## config.mk

```make
export PLATFORM = sky130hd
export DESIGN_NAME = rasterizer_backend_stream
export DESIGN_NICKNAME = d
export VERILOG_FILES = /design/src/rtl/rasterizer_pkg.sv /design/src/rtl/raster_edge_walker.sv /design/src/rtl/rasterizer_backend_stream.sv
export SDC_FILE = /design/constraint.sdc
export NUM_CORES = 1
export LEC_CHECK = 0
export CAP_MARGIN = 20
export CORE_MARGIN = 4
export CORE_UTILIZATION = 25
export DETAILED_ROUTE_END_ITERATION = 10
export DONT_BUFFER_PORTS = 1
export REMOVE_ABC_BUFFERS = 1
export SETUP_SLACK_MARGIN = 0.5
export SLEW_MARGIN = 20
export SYNTH_ARGS = -nofsm -noshare
export SYNTH_HDL_FRONTEND = slang
export SYNTH_SLANG_ARGS = --single-unit
export TNS_END_PERCENT = 5
```

## constraint.sdc

```tcl
create_clock -name clk -period 11.55 [get_ports clk]
set_input_delay 1.7325 -clock clk [delete_from_list [all_inputs] [get_ports clk]]
set_output_delay 1.7325 -clock clk [all_outputs]
set_load 0.005 [all_outputs]
```

## src/rtl/rasterizer_pkg.sv

```systemverilog
`default_nettype none
// +--------------------------------------------------------------------------+
// | rasterizer_pkg : shared types and inside test for the raster backend     |
// | Revision: 1.0                                                            |
// +--------------------------------------------------------------------------+
package rasterizer_pkg;

  localparam int VEC_WIDTH = 16;

  typedef enum logic [1:0] {
    IDLE  = 2'd0,
    SETUP = 2'd1,
    SCAN  = 2'd2,
    DRAIN = 2'd3
  } state_t;

  typedef struct packed {
    logic signed [VEC_WIDTH-1:0] x;
    logic signed [VEC_WIDTH-1:0] y;
  } vec2_t;

  // Works on sign/zero flags so it is independent of the edge value width.
  function automatic logic edge_inside(input logic [2:0] neg, input logic [2:0] zero,
                                       input logic inclusive);
    if (inclusive) return ~|neg;
    return ~|(neg | zero);
  endfunction

endpackage
`default_nettype wire

```

## src/rtl/raster_edge_walker.sv

```systemverilog
`default_nettype none
// +--------------------------------------------------------------------------+
// | raster_edge_walker : incremental accumulator with row-start memory       |
// | Revision: 1.0                                                            |
// +--------------------------------------------------------------------------+
module raster_edge_walker #(
  parameter int WIDTH = 16
) (
  input  logic             clk,
  input  logic             rst,
  input  logic             load,
  input  logic [WIDTH-1:0] init,
  input  logic [WIDTH-1:0] delta_x,
  input  logic [WIDTH-1:0] delta_y,
  input  logic             step_x,
  input  logic             step_row,
  output logic [WIDTH-1:0] value
);

  logic [WIDTH-1:0] r_acc;
  logic [WIDTH-1:0] r_row_start;
  logic [WIDTH-1:0] r_dx;
  logic [WIDTH-1:0] r_dy;

  // Two's-complement wrap makes plain unsigned adds correct for signed data.
  always_ff @(posedge clk) begin
    if (rst) begin
      r_acc       <= '0;
      r_row_start <= '0;
      r_dx        <= '0;
      r_dy        <= '0;
    end else if (load) begin
      r_acc       <= init;
      r_row_start <= init;
      r_dx        <= delta_x;
      r_dy        <= delta_y;
    end else if (step_row) begin
      r_acc       <= r_row_start + r_dy;
      r_row_start <= r_row_start + r_dy;
    end else if (step_x) begin
      r_acc <= r_acc + r_dx;
    end
  end

  assign value = r_acc;

endmodule
`default_nettype wire

```

## src/rtl/rasterizer_backend_stream.sv

```systemverilog
`default_nettype none
// +--------------------------------------------------------------------------+
// | rasterizer_backend_stream : bbox walker emitting covered pixels          |
// | Revision: 1.0                                                            |
// +--------------------------------------------------------------------------+
module rasterizer_backend_stream
  import rasterizer_pkg::*;
#(
  parameter int DATA_WIDTH        = 16,
  parameter int DEPTH_WIDTH       = 16,
  parameter int BUFFER_ADDR_WIDTH = 15,
  parameter int FB_WIDTH          = 160,
  parameter bit INCLUSIVE_EDGES   = 1'b0
) (
  input  logic                         clk,
  input  logic                         rst,
  input  logic                         in_valid,
  output logic                         in_ready,
  input  logic [1:0][DATA_WIDTH-1:0]   bb_tl,
  input  logic [1:0][DATA_WIDTH-1:0]   bb_br,
  input  logic [DATA_WIDTH-1:0]        edge0,
  input  logic [DATA_WIDTH-1:0]        edge1,
  input  logic [DATA_WIDTH-1:0]        edge2,
  input  logic [1:0][DATA_WIDTH-1:0]   edge_delta0,
  input  logic [1:0][DATA_WIDTH-1:0]   edge_delta1,
  input  logic [1:0][DATA_WIDTH-1:0]   edge_delta2,
  input  logic [DATA_WIDTH-1:0]        z,
  input  logic [1:0][DATA_WIDTH-1:0]   z_delta,
  input  logic [BUFFER_ADDR_WIDTH-1:0] buffer_addr_start,
  output logic                         out_valid,
  input  logic                         out_ready,
  output logic [BUFFER_ADDR_WIDTH-1:0] out_addr,
  output logic [DATA_WIDTH-1:0]        out_x,
  output logic [DATA_WIDTH-1:0]        out_y,
  output logic [DEPTH_WIDTH-1:0]       out_depth,
  output logic                         busy,
  output logic                         done
);

  state_t                         r_state;
  logic                           r_in_ready;
  logic                           r_busy;
  logic                           r_done;
  logic                           r_out_valid;
  logic [BUFFER_ADDR_WIDTH-1:0]   r_out_addr;
  logic [DATA_WIDTH-1:0]          r_out_x;
  logic [DATA_WIDTH-1:0]          r_out_y;
  logic [DEPTH_WIDTH-1:0]         r_out_depth;
  logic signed [DATA_WIDTH-1:0]   r_tl_x;
  logic signed [DATA_WIDTH-1:0]   r_tl_y;
  logic signed [DATA_WIDTH-1:0]   r_br_x;
  logic signed [DATA_WIDTH-1:0]   r_br_y;
  logic signed [DATA_WIDTH-1:0]   r_x;
  logic signed [DATA_WIDTH-1:0]   r_y;
  logic [BUFFER_ADDR_WIDTH-1:0]   r_addr;
  logic [BUFFER_ADDR_WIDTH-1:0]   r_jump;

  logic [DATA_WIDTH-1:0] w_edge_init [3];
  logic [DATA_WIDTH-1:0] w_edge_dx   [3];
  logic [DATA_WIDTH-1:0] w_edge_dy   [3];
  logic [DATA_WIDTH-1:0] w_edge      [3];
  logic [2:0]            w_neg;
  logic [2:0]            w_zero;
  logic [DATA_WIDTH-1:0] w_z;
  logic                  w_accept;
  logic                  w_step;
  logic                  w_x_more;
  logic                  w_step_x;
  logic                  w_step_row;
  logic                  w_inside;

  assign w_edge_init[0] = edge0;
  assign w_edge_init[1] = edge1;
  assign w_edge_init[2] = edge2;
  assign w_edge_dx[0]   = edge_delta0[0];
  assign w_edge_dx[1]   = edge_delta1[0];
  assign w_edge_dx[2]   = edge_delta2[0];
  assign w_edge_dy[0]   = edge_delta0[1];
  assign w_edge_dy[1]   = edge_delta1[1];
  assign w_edge_dy[2]   = edge_delta2[1];

  assign w_accept   = (r_state == IDLE) && in_valid && r_in_ready;
  assign w_step     = (r_state == SCAN) && (!r_out_valid || out_ready);
  assign w_x_more   = (r_x < r_br_x);
  assign w_step_x   = w_step && w_x_more;
  assign w_step_row = w_step && !w_x_more;

  for (genvar gi = 0; gi < 3; gi++) begin : g_edge
    raster_edge_walker #(.WIDTH(DATA_WIDTH)) u_walker (
      .clk      (clk),
      .rst      (rst),
      .load     (w_accept),
      .init     (w_edge_init[gi]),
      .delta_x  (w_edge_dx[gi]),
      .delta_y  (w_edge_dy[gi]),
      .step_x   (w_step_x),
      .step_row (w_step_row),
      .value    (w_edge[gi])
    );
    assign w_neg[gi]  = w_edge[gi][DATA_WIDTH-1];
    assign w_zero[gi] = (w_edge[gi] == '0);
  end

  raster_edge_walker #(.WIDTH(DATA_WIDTH)) u_z_walker (
    .clk      (clk),
    .rst      (rst),
    .load     (w_accept),
    .init     (z),
    .delta_x  (z_delta[0]),
    .delta_y  (z_delta[1]),
    .step_x   (w_step_x),
    .step_row (w_step_row),
    .value    (w_z)
  );

  assign w_inside = edge_inside(w_neg, w_zero, INCLUSIVE_EDGES);

  always_ff @(posedge clk) begin
    if (rst) begin
      r_state     <= IDLE;
      r_in_ready  <= 1'b1;
      r_busy      <= 1'b0;
      r_done      <= 1'b0;
      r_out_valid <= 1'b0;
      r_out_addr  <= '0;
      r_out_x     <= '0;
      r_out_y     <= '0;
      r_out_depth <= '0;
      r_tl_x      <= '0;
      r_tl_y      <= '0;
      r_br_x      <= '0;
      r_br_y      <= '0;
      r_x         <= '0;
      r_y         <= '0;
      r_addr      <= '0;
      r_jump      <= '0;
    end else begin
      r_done <= 1'b0;
      case (r_state)
        IDLE: begin
          if (w_accept) begin
            r_tl_x     <= bb_tl[0];
            r_tl_y     <= bb_tl[1];
            r_br_x     <= bb_br[0];
            r_br_y     <= bb_br[1];
            r_x        <= bb_tl[0];
            r_y        <= bb_tl[1];
            r_addr     <= buffer_addr_start;
            r_in_ready <= 1'b0;
            r_busy     <= 1'b1;
            r_state    <= SETUP;
          end
        end
        SETUP: begin
          // Address step from the last pixel of a row to the first of the next.
          r_jump <= BUFFER_ADDR_WIDTH'(FB_WIDTH) - BUFFER_ADDR_WIDTH'(r_br_x - r_tl_x);
          if ((r_br_x < r_tl_x) || (r_br_y < r_tl_y)) r_state <= DRAIN;
          else                                        r_state <= SCAN;
        end
        SCAN: begin
          if (w_step) begin
            r_out_valid <= w_inside;
            if (w_inside) begin
              r_out_addr  <= r_addr;
              r_out_x     <= r_x;
              r_out_y     <= r_y;
              r_out_depth <= w_z[DEPTH_WIDTH-1:0];
            end
            if (w_x_more) begin
              r_x    <= r_x + 1'b1;
              r_addr <= r_addr + 1'b1;
            end else begin
              r_x    <= r_tl_x;
              r_y    <= r_y + 1'b1;
              r_addr <= r_addr + r_jump;
              if (r_y == r_br_y) r_state <= DRAIN;
            end
          end
        end
        DRAIN: begin
          if (!r_out_valid || out_ready) begin
            r_out_valid <= 1'b0;
            r_done      <= 1'b1;
            r_in_ready  <= 1'b1;
            r_busy      <= 1'b0;
            r_state     <= IDLE;
          end
        end
        default: r_state <= IDLE;
      endcase
    end
  end

  assign in_ready  = r_in_ready;
  assign busy      = r_busy;
  assign done      = r_done;
  assign out_valid = r_out_valid;
  assign out_addr  = r_out_addr;
  assign out_x     = r_out_x;
  assign out_y     = r_out_y;
  assign out_depth = r_out_depth;

endmodule
`default_nettype wire

```

==> impl_metrics.py <==
metrics = {
    "synthesis": {
        "synth-compound-area-share_pct": 22.6,
        "ys.flop_type": "dfxtp_1",
        "synth_top_family_by_area": "compound AO/OA/AOI/OAI gates",
        "synth_simple_gate_area_share_pct": 18.5,
        "yosysWarnings": 0,
        "synthArstFlopShare_pct": 0,
        "synthMuxAreaShare_pct": 3.21,
        "syn_area_um2": 25600,
        "avgSynthCellArea_um2": 7.97,
        "synth_top_area_share_pct": 35.3,
        "ys_seq_area_share_pct": 35.3,
        "synthCells": 3212,
        "synth_top_area_cell": "dfxtp_1",
        "synth_fa_ha_area_share_pct": 11.2,
        "ys_types": 78,
        "synth_edf_count": 0,
        "synth_xor_area_share_pct": 4.79,
        "ys_ff_latch": 451,
        "synth_area_leaders": "dfxtp_1 35%, ha_1 10%, a21oi_1 8.5%",
    },
    "routing": {
        "dr.pass1.iters": 7,
        "avgRoutedWirePerCell_um": 19.4,
        "vias": 22487,
        "vias_per_cell": 4.93,
        "antenna_left": 0,
        "finalWirelength_mm": 88.4,
        "route.detailed.drc": 0,
        "drtIter0Drc": 1542,
    },
    "grt": {
        "grt_max_degree": 426,
        "gr-total-overflow": 0,
        "grt_pass1_wl_mm": 133,
        "grt_pass1_vias": 21548,
        "antenna_found_initial": 23,
        "grt_usage_pct": 15.8,
    },
    "timing": {
        "hold_viol": 0,
        "setup_viol": 0,
        "slew_headroom_pct": 32.2,
        "grt_setup_unrepaired": "false",
        "clock.fmax_mhz": 206,
        "timing.final.crit_share_pct": 42.1,
        "tns_ps": 0,
        "fin_crit_ps": 4860,
        "fin_skew_ps": 15.3,
        "worstMarginPinSlew_ps": 1020,
        "fin_ws_ps": 6690,
        "holdWs_ps": 454,
        "slew_violations": 0,
    },
    "die": {
        "initial_core_util_pct": 25.2,
        "die_w_um": 328,
        "coreArea_um2": 102000,
        "die-area_um2": 108000,
        "die_y_um": 328,
        "io_pins": 342,
        "rows": 117,
    },
    "clock_network": {
        "cts_hold_buf": 0,
        "cts_buffers": 58,
        "clkSlewWorstSetupHoldPaths_ps": 60,
        "cts_sinks": 451,
        "cts_buffer_depth": 3,
        "cts_resized": 0,
        "postCtsSetupBuffers": 0,
        "cts_tree": "yes",
        "clkLatencyLatePin_ps": 640,
        "cts-root-buf": "clkbuf_16",
        "htree_levels": 2,
    },
    "setup_path": {
        "end_kind": "flop",
        "cp.arrival_ps": 5350,
        "crit_path_end": "r_addr[13]",
        "worstPathMaxFanout": 18,
        "worstSetupPathType": "flop to flop",
        "cp-start-kind": "flop",
        "critPathRequiredTime_ps": 12040,
        "critical_path.startpoint": "r_br_x[1]",
        "ff2ff_setup_slack_ps": 6690,
        "regToRegStartpoint": "r_br_x[1]",
        "rr_worst_depth": 17,
        "worstReg2RegEnd": "r_addr[13]",
    },
    "min_path": {
        "min-delay-start": "r_tl_y[7]",
        "hp-class": "flop to flop",
    },
    "power_and_ir_drop": {
        "power.density_nw_per_um2": 263,
        "total_power_w": 0.00764,
        "vdd_drop_max_mv": 0.157,
        "leakagePower_nw": 11.7,
    },
    "cells_and_area": {
        "area_growth_pct": 13.4,
        "final_common_cell": "nand2_1",
        "post-route-util_pct": 28.5,
        "nets": 3622,
        "layout-drive-gt1-share_pct": 4.89,
        "final_cell_mix": "548 x nand2_1, 451 x dfxtp_1, 431 x a21oi_1",
    },
    "placed_design": {
        "place.gp.congestion": 0.858,
        "place_ws_ps": 6660,
        "port_buffers": 0,
        "hpwl_mm": 63.6,
    },
    "job": {
        "cap_violations": 0,
    },
    "run_status": {
        "outcome": "finished clean",
    },
}
-- state kept, by name (all words and copies together), names as in the netlist, 16 cells and up --
name / cells
out_y: 16
r_br_x: 16
u_z_walker.value: 16
out_depth: 16
r_y: 16
out_x: 16
g_edge.u_walker.r_dy: 48
u_z_walker.r_dx: 16
g_edge.u_walker.r_dx: 48
r_tl_x: 16
u_z_walker.r_row_start: 16
r_br_y: 16
r_x: 16
g_edge.u_walker.value: 48
g_edge.u_walker.r_row_start: 48
r_tl_y: 16
u_z_walker.r_dy: 16
-- synth_stat cells, drive strengths merged (14+ instances only) --
| cell | instances |
|---|---|
| nand2 | 549 |
| dfxtp | 451 |
| a21oi | 434 |
| nor2 | 282 |
| ha | 214 |
| clkbuf | 138 |
| o21ai | 131 |
| inv | 110 |
| xnor2 | 96 |
| mux2i | 82 |
| a211oi | 70 |
| a21o | 52 |
| nand3 | 49 |
| nor3 | 46 |
| xor2 | 44 |
| buf | 34 |
| nand2b | 33 |
| o211ai | 32 |
| a22oi | 29 |
| and3 | 25 |
| nand4 | 23 |
| nor2b | 23 |
| o21a | 20 |
| or3 | 18 |
| and2 | 17 |
| a311oi | 16 |
| nor4 | 16 |
| a31oi | 14 |
-- cell families after synthesis --
kind of cell | count (synthesis)
AOI/OAI and AO/OA | 929
xor gates and xnor gates | 140
adders and majority gates | 224
buffers and inverters | 283
DFF | 451
muxes | 82
and+or+nand+nor | 1103
-- per-layer routing --
layer,vias up,track usage (%),routed length (um)
met3,114,4.87,7570
met1,10550,20.5,38900
met4,16,3.76,1680
li1,11201,-,-
met2,606,25.7,40200
met5,-,0,110
-- worst min-delay path by stage --
stage / end / slack, ps / cells past startpoint
finish: r_tl_y[7] / 450 / 2
global route: g_edge[0].u_walker.r_dy[0] / 470 / 2
CTS: r_tl_y[2] / 460 / 2
detailed placement: r_tl_y[2] / 450 / 2
global placement: r_tl_y[11] / 440 / 2
floorplan: g_edge[0].u_walker.r_row_start[11] / 430 / 2
-- report_power, final --
part,internal (W),total [W],leakage [nW],switching [W]
Combinational,0.00123,0.00332,6.95,0.00210
Sequential,0.00194,0.00230,3.69,0.000364
Clock,0.00123,0.00201,1.04,0.000781
-- per-stage QoR --
stage / instance area, um2 / std cells
after floorplan: 24900 / 3040
after global placement: 26800 / 4430
after detailed placement: 26900 / 4430
after CTS: 29000 / 4538
final: 29000 / 4558
after global routing: 29000 / 4543
-- critical path, stage by stage, from the launching register on --
cell	delay, ps
dfxtp_1	360
inv_1	70
ha_1	290
a2111o_1	410
a41oi_4	290
a31o_2	270
nand2_1	430
nand2_1	300
inv_1	60
ha_1	280
a211o_1	310
a2111oi_0	630
o31a_1	270
a21oi_1	100
a21o_1	190
a21oi_1	170
xor2_1	170
o22ai_1	90
-- layout make-up --
cell class	instances	area [um2]
diodes	19	47.5
clock buffers	77	1650
clock inverters	31	458
fillers	10925	72700
inverters	111	417
multi-input cells	2478	15500
flip-flops and latches	451	9030
well taps	1368	1710
repair buffers	23	176
No activity file was read; power rests on OpenSTA's default activity.
